==> config.mk <==
export PLATFORM = sky130hd
export DESIGN_NAME = vga_write_arbiter
export DESIGN_NICKNAME = d
export VERILOG_FILES = /design/src/rtl/vga_write_arbiter_pkg.sv /design/src/rtl/vga_write_arbiter_rr_picker.sv /design/src/rtl/vga_write_arbiter.sv
export SDC_FILE = /design/constraint.sdc
export NUM_CORES = 1
export LEC_CHECK = 0
export CAP_MARGIN = 20
export CORE_MARGIN = 4
export CORE_UTILIZATION = 40
export CTS_CLUSTER_DIAMETER = 30
export CTS_CLUSTER_SIZE = 25
export DETAILED_ROUTE_END_ITERATION = 10
export GPL_TIMING_DRIVEN = 0
export PLACE_DENSITY = 0.77
export SLEW_MARGIN = 30
export SYNTH_ARGS = -nofsm -noshare
export SYNTH_HDL_FRONTEND = slang
export SYNTH_SLANG_ARGS = --single-unit
==> constraint.sdc <==
create_clock -name clock -period 2.6 [get_ports clock]
set_clock_uncertainty 0.05 [all_clocks]
set_input_delay 0.65 -clock clock [delete_from_list [all_inputs] [get_ports clock]]
set_output_delay 0.65 -clock clock [all_outputs]
set_load 0.01 [all_outputs]
==> src/rtl/vga_write_arbiter_pkg.sv <==
// Shared constants for the VGA drawing path: screen geometry, default field widths,
// arbiter state encodings and the colour palette used by the drawing engines.
package vga_pkg;

    localparam int unsigned X_W_DEF  = 8;
    localparam int unsigned Y_W_DEF  = 7;
    localparam int unsigned C_W_DEF  = 3;

    localparam int unsigned SCREEN_W = 160;
    localparam int unsigned SCREEN_H = 120;

    localparam logic [1:0] IDLE    = 2'b00;
    localparam logic [1:0] GRANT   = 2'b01;
    localparam logic [1:0] RELEASE = 2'b10;

    localparam logic [2:0] COL_BLACK  = 3'b000;
    localparam logic [2:0] COL_BLUE   = 3'b001;
    localparam logic [2:0] COL_GREEN  = 3'b010;
    localparam logic [2:0] COL_RED    = 3'b100;
    localparam logic [2:0] COL_YELLOW = 3'b110;
    localparam logic [2:0] COL_WHITE  = 3'b111;

endpackage

==> src/rtl/vga_write_arbiter_rr_picker.sv <==
// Combinational round-robin picker: first requester at or after ptr_i, wrapping,
// returned one-hot together with a valid flag.
module rr_picker
    import vga_pkg::*;
#(
    parameter int unsigned N_REQ = 4,
    parameter int unsigned PTR_W = $clog2(N_REQ)
) (
    input  logic [N_REQ-1:0] req_i,
    input  logic [PTR_W-1:0] ptr_i,
    output logic [N_REQ-1:0] win_o,
    output logic             valid_o
);

    int unsigned idx;
    logic        hit;

    always_comb begin
        win_o = '0;
        hit   = 1'b0;
        idx   = 0;
        for (int unsigned off = 0; off < N_REQ; off++) begin
            idx = 32'(ptr_i) + off;
            if (idx >= N_REQ) begin
                idx = idx - N_REQ;
            end
            if (!hit && req_i[idx]) begin
                win_o[idx] = 1'b1;
                hit        = 1'b1;
            end
        end
        valid_o = hit;
    end

endmodule

==> src/rtl/vga_write_arbiter.sv <==
// Burst-granular round-robin owner of the single VGA adapter write port, shared by
// the ball, bat, flying-ball and screen/score drawing engines.
module vga_write_arbiter
    import vga_pkg::*;
#(
    parameter int unsigned N_REQ    = 4,
    parameter int unsigned X_W      = X_W_DEF,
    parameter int unsigned Y_W      = Y_W_DEF,
    parameter int unsigned C_W      = C_W_DEF,
    parameter int unsigned MAX_HOLD = 19200
) (
    input  logic                 clock,
    input  logic                 reset,
    input  logic [N_REQ-1:0]     req,
    input  logic [N_REQ-1:0]     pix_valid,
    input  logic [N_REQ-1:0]     pix_last,
    input  logic [N_REQ*X_W-1:0] pix_x,
    input  logic [N_REQ*Y_W-1:0] pix_y,
    input  logic [N_REQ*C_W-1:0] pix_colour,
    output logic [N_REQ-1:0]     gnt,
    output logic                 busy,
    output logic [X_W-1:0]       vga_x,
    output logic [Y_W-1:0]       vga_y,
    output logic [C_W-1:0]       vga_colour,
    output logic                 vga_plot,
    output logic                 timeout_err
);

    localparam int unsigned SEL_W  = $clog2(N_REQ);
    localparam int unsigned HOLD_W = $clog2(MAX_HOLD + 1);
    localparam logic [HOLD_W-1:0] HOLD_LAST = HOLD_W'(MAX_HOLD - 1);

    logic [1:0]        state_q, state_d;
    logic [SEL_W-1:0]  sel_q, sel_d;
    logic [SEL_W-1:0]  rr_ptr_q, rr_ptr_d;
    logic [HOLD_W-1:0] hold_q, hold_d;
    logic [N_REQ-1:0]  gnt_q, gnt_d;
    logic [X_W-1:0]    vga_x_q, vga_x_d;
    logic [Y_W-1:0]    vga_y_q, vga_y_d;
    logic [C_W-1:0]    vga_colour_q, vga_colour_d;
    logic              vga_plot_q, vga_plot_d;
    logic              timeout_q, timeout_d;

    logic [N_REQ-1:0]  win;
    logic              win_valid;
    logic [SEL_W-1:0]  win_idx;
    logic              req_sel, valid_sel, last_sel;
    logic [X_W-1:0]    x_sel;
    logic [Y_W-1:0]    y_sel;
    logic [C_W-1:0]    c_sel;
    logic              fire, hit_max;

    rr_picker #(
        .N_REQ (N_REQ),
        .PTR_W (SEL_W)
    ) u_picker (
        .req_i   (req),
        .ptr_i   (rr_ptr_q),
        .win_o   (win),
        .valid_o (win_valid)
    );

    // Only the granted engine's slice is ever visible to the output registers.
    always_comb begin
        win_idx   = '0;
        req_sel   = 1'b0;
        valid_sel = 1'b0;
        last_sel  = 1'b0;
        x_sel     = '0;
        y_sel     = '0;
        c_sel     = '0;
        for (int unsigned i = 0; i < N_REQ; i++) begin
            if (win[i]) begin
                win_idx = SEL_W'(i);
            end
            if (sel_q == SEL_W'(i)) begin
                req_sel   = req[i];
                valid_sel = pix_valid[i];
                last_sel  = pix_last[i];
                x_sel     = pix_x[i*X_W +: X_W];
                y_sel     = pix_y[i*Y_W +: Y_W];
                c_sel     = pix_colour[i*C_W +: C_W];
            end
        end
    end

    assign fire    = req_sel & valid_sel;
    assign hit_max = (hold_q == HOLD_LAST);

    always_comb begin
        state_d      = state_q;
        sel_d        = sel_q;
        rr_ptr_d     = rr_ptr_q;
        hold_d       = hold_q;
        gnt_d        = gnt_q;
        vga_x_d      = vga_x_q;
        vga_y_d      = vga_y_q;
        vga_colour_d = vga_colour_q;
        vga_plot_d   = 1'b0;
        timeout_d    = 1'b0;
        case (state_q)
            IDLE: begin
                if (win_valid) begin
                    sel_d   = win_idx;
                    gnt_d   = win;
                    hold_d  = '0;
                    state_d = GRANT;
                end
            end
            GRANT: begin
                if (fire) begin
                    vga_x_d      = x_sel;
                    vga_y_d      = y_sel;
                    vga_colour_d = c_sel;
                    vga_plot_d   = 1'b1;
                end
                // The watchdog is checked independently so it still pulses when a
                // last pixel or a dropped request coincides with the hold limit.
                if ((fire && last_sel) || !req_sel || hit_max) begin
                    gnt_d     = '0;
                    timeout_d = hit_max;
                    state_d   = RELEASE;
                end else begin
                    hold_d = hold_q + 1'b1;
                end
            end
            RELEASE: begin
                rr_ptr_d = (sel_q == SEL_W'(N_REQ - 1)) ? '0 : sel_q + 1'b1;
                state_d  = IDLE;
            end
            default: begin
                gnt_d   = '0;
                state_d = IDLE;
            end
        endcase
    end

    always_ff @(posedge clock) begin
        if (reset) begin
            state_q      <= IDLE;
            sel_q        <= '0;
            rr_ptr_q     <= '0;
            hold_q       <= '0;
            gnt_q        <= '0;
            vga_x_q      <= '0;
            vga_y_q      <= '0;
            vga_colour_q <= '0;
            vga_plot_q   <= 1'b0;
            timeout_q    <= 1'b0;
        end else begin
            state_q      <= state_d;
            sel_q        <= sel_d;
            rr_ptr_q     <= rr_ptr_d;
            hold_q       <= hold_d;
            gnt_q        <= gnt_d;
            vga_x_q      <= vga_x_d;
            vga_y_q      <= vga_y_d;
            vga_colour_q <= vga_colour_d;
            vga_plot_q   <= vga_plot_d;
            timeout_q    <= timeout_d;
        end
    end

    assign gnt         = gnt_q;
    assign busy        = (state_q != IDLE);
    assign vga_x       = vga_x_q;
    assign vga_y       = vga_y_q;
    assign vga_colour  = vga_colour_q;
    assign vga_plot    = vga_plot_q;
    assign timeout_err = timeout_q;

endmodule

==> run_results.csv <==
group,metric,value,unit
critical_path,critical_path_arrival,2770,ps
power_and_ir_drop,intPower,1.82,mW
detailed_routing,wl_per_cell,14.8,µm
logic_synthesis,ys.flop_type,"dfxtp_1",
critical_path,r2r_end,"hold_q[9]$_SDFFE_PP0P_",
timing,hold_violations,0,
place,dpl_cell_area,4070,µm²
detailed_routing,drc,0,
logic_synthesis,synth_seq_area_share,0.316,
power_and_ir_drop,total_power,3.04,mW
critical_path,r2r_setup_slack,10,ps
critical_path,path_class,"reg2reg",
detailed_routing,drt_iter0_markers,99,
outcome,status,"finished clean",
clocking,clk_latency,300,ps
timing,tightest_slew,763,ps
job,max_cap_viol_count,0,
logic_synthesis,synth_mux_area_frac,0.0578,
logic_synthesis,yosys.cell_types.count,50,
power_and_ir_drop,p_per_area,696,nW/µm²
critical_path,critical_path.cell_chain,"ha_2 > nand2b_4 > o22ai_1 > a31oi_2 > a21bo_1 > or3_1 > buf_6 > or4_4 > a21oi_2",
detailed_routing,routed_via_density,5.38,
logic_synthesis,synthSimpleGateAreaFrac,0.271,
global_routing,first_global_vias,3060,
clocking,cts_sinks,45,
hold_path,hold_path_class,"reg2reg",
hold_path,holdPathEnd,"hold_q[7]$_SDFFE_PP0P_",
clocking,clock_path_buffers,2,
detailed_routing,wirelength,8840,µm
logic_synthesis,synth_seq_cells,45,
timing,slew_violations,0,
power_and_ir_drop,clock_power_share,0.155,
timing,whs,417,ps
floorplan,num_rows,30,
logic_synthesis,synth_top_area_share,0.316,
timing,finalCriticalPeriod,2590,ps
floorplan,io_pins,111,
finish,fin_util,0.636,
critical_path,crit_required,2780,ps
hold_path,hold_path_startpoint,"hold_q[7]$_SDFFE_PP0P_",
logic_synthesis,synth_fa_ha_area_frac,0.0482,
clocking,numCtsBuffers,5,
place,io_buffer_count,109,
global_routing,grt_max_degree,16,
logic_synthesis,synth_top_area_cell,"dfxtp_1",
finish,drive_gt1_frac,0.108,
detailed_routing,ant_nets,0,
floorplan,die-area,8550,µm²
logic_synthesis,yosysWarnings,0,
logic_synthesis,syn-num-nets,475,
finish,finalInstanceArea,4370,µm²
power_and_ir_drop,pwr-share-seq,0.288,
finish,final_nets,597,
finish,antennaDiodeCount,0,
logic_synthesis,synth_area_per_cell,7.55,µm²
floorplan,core,6870,µm²
critical_path,crit_slowest_cell,"or4_4",
clocking,htree_levels,2,
detailed_routing,dr.pass1.iters,4,
power_and_ir_drop,swShare,0.402,
logic_synthesis,synth_top_family_by_area,"simple AND/OR/NAND/NOR gates",
timing,setup_viol_count_final,0,
global_routing,antenna_found_initial,0,
power_and_ir_drop,peakVddDrop,0.000319,V
clocking,cts_tree,"yes",
critical_path,cp-end-kind,"flop",
hold_path,holdPathStages,2,
floorplan,die_x,92.5,µm
timing,slew_headroom,0.492,
logic_synthesis,synth_xor_area_frac,0.0184,
global_routing,grt_pass1_wl,13900,µm
place,gp_congestion,0.832,
place,dp.cells,583,
timing,fin_crit_sh,0.996,
timing,worst_slack,9.69,ps
place,pre_cts_ws,-421,ps
finish,final_cells,597,
critical_path,startpoint_type,"flop",
logic_synthesis,synth_area_leaders,"dfxtp_1 (32%), nor2_1 (7.8%), nand2_1 (5.7%), a21oi_1 (5.3%), ha_1 (4.8%)",
logic_synthesis,async_flop_share,0,
power_and_ir_drop,power_frac_comb,0.558,
critical_path,r2r_cells,9,
logic_synthesis,synthCells,378,
logic_synthesis,syn_area,2860,µm²
clocking,ctsHoldBuffers,0,
global_routing,grt.overflow.total,0,
critical_path,cp_max_fo,7,
timing,fmax,386,MHz
finish,area_growth,52.9,%
place,hpwl,6690,µm
floorplan,die_h,92.5,µm
logic_synthesis,synth_compound_area_frac,0.236,
timing,setup_tns,0,ps
logic_synthesis,synth_edf_count,0,
clocking,cts_root_buffer,"clkbuf_8",
clocking,clkTransAtPathRegs,90,ps
power_and_ir_drop,p_leak,1.61,nW
power_and_ir_drop,p_switching,1.22,mW
global_routing,track_usage,0.196,
detailed_routing,via_count,3210,
critical_path,r2r-start,"sel_q[0]$_SDFFE_PP0P_",
critical_path,max_stage_delay,470,ps
floorplan,initial_core_util,0.416,
==> layout by cell type, fill, tap and decap left out, types with 3 or more instances in the layout <==
master	Yosys	final
buf_1	3	3
nor3b_1	3	3
dfxtp_1	45	41
nor3_1	5	4
ha_4	0	4
nor2_1	59	58
or3_1	5	5
buf_6	1	4
a22oi_1	12	10
nor2b_1	6	6
clkbuf_2	0	3
o22ai_1	3	3
inv_1	6	4
nand2_1	43	43
a22o_1	4	4
o21ai_0	12	12
buf_4	1	9
nand3_1	6	6
clkbuf_8	0	6
nand4_1	5	5
nand2b_1	5	4
o211ai_1	6	6
clkbuf_1	19	13
a21oi_1	30	28
ha_1	11	6
nor4_1	6	6
o21ai_1	11	11
clkdlybuf4s50_1	0	106
mux2i_1	12	12
dlygate4sd2_1	0	3
xnor2_1	6	6
a211oi_1	13	13
==> logic make-up after synthesis <==
kind of cell | count (synthesis)
AOI/OAI and AO/OA | 106
and+or+nand+nor | 160
xor gates and xnor gates | 6
buffers and inverters | 36
muxes | 14
adders and majority gates | 11
DFF | 45
==> state kept, by name (all words and copies together) (netlist names) <==
name and count:
vga_y 7, state_q 2, vga_x 8, sel_q 2, vga_colour 3, timeout_err 1, rr_ptr_q 2, vga_plot 1
gnt 4, hold_q 15
==> layout make-up <==
type	instances	area [µm²]
repair buffers	118	1150
plain buffers	25	130
fillers	577	2500
inverters	8	37.5
flip-flops and latches	45	911
well taps	96	120
multi-input cells	297	1910
clock inverters	2	17.5
clock buffers	6	82.6
==> cell usage after synthesis, types with 2 or more instances <==
master / instances
nor2_1: 59
dfxtp_1: 45
nand2_1: 43
a21oi_1: 30
clkbuf_1: 19
a211oi_1: 13
a22oi_1: 12
mux2i_1: 12
o21ai_0: 12
ha_1: 11
o21ai_1: 11
inv_1: 6
nand3_1: 6
nor2b_1: 6
nor4_1: 6
o211ai_1: 6
xnor2_1: 6
nand2b_1: 5
nand4_1: 5
nor3_1: 5
or3_1: 5
a22o_1: 4
a31oi_1: 4
buf_2: 4
buf_1: 3
nor3b_1: 3
o22ai_1: 3
a221o_1: 2
and2_1: 2
and3_1: 2
inv_2: 2
mux4_2: 2
nand3b_1: 2
nor4b_1: 2
o311ai_1: 2
o31ai_1: 2
or2_1: 2
or4_1: 2
==> worst max path at each step <==
stage	from	endpoint	slack [ps]	cells after the start
after floorplan	rr_ptr_q[0]$_SDFFE_PP0P_	sel_q[0]$_SDFFE_PP0P_	90	9
after global placement	req[1]	hold_q[9]$_SDFFE_PP0P_	-370	8
after detailed placement	req[3]	hold_q[9]$_SDFFE_PP0P_	-420	8
after CTS	sel_q[1]$_SDFFE_PP0P_	hold_q[9]$_SDFFE_PP0P_	3	12
after global routing	sel_q[0]$_SDFFE_PP0P_	hold_q[9]$_SDFFE_PP0P_	-40	9
final	sel_q[0]$_SDFFE_PP0P_	hold_q[9]$_SDFFE_PP0P_	10	9
==> power by group through the flow <==
stage,registers [mW],clock network (mW),logic [mW]
floorplan,0.890,0,0.928
global placement,0.860,0,1.47
detailed placement,0.864,0,1.50
CTS,0.854,0.474,1.56
global route,0.887,0.499,1.87
finish,0.874,0.470,1.69
==> layer usage <==
metal	up-vias	global-route usage	wire length (µm)
met5	-	0	0
li1	1607	-	-
met3	19	0.0561	723
met2	120	0.353	4460
met1	1464	0.224	3460
met4	0	0.0545	195
==> timing repair <==
item	CTS	global route
gates resized for setup	18	27
endpoints found under the hold margin	0	0
pin swaps	2	7
setup buffers	2	7
endpoints found under the setup margin	30	29
==> worst max-delay path: cells and delay by family, from the launching register on <==
kind                       cells  cell delay, ps
AOI/OAI and AO/OA              4             660
adders and majority gates      1             260
buffers and inverters          1             140
DFF                            1             410
and+or+nand+nor                3            1000
Note: power is estimated with default switching activity, not from simulation.
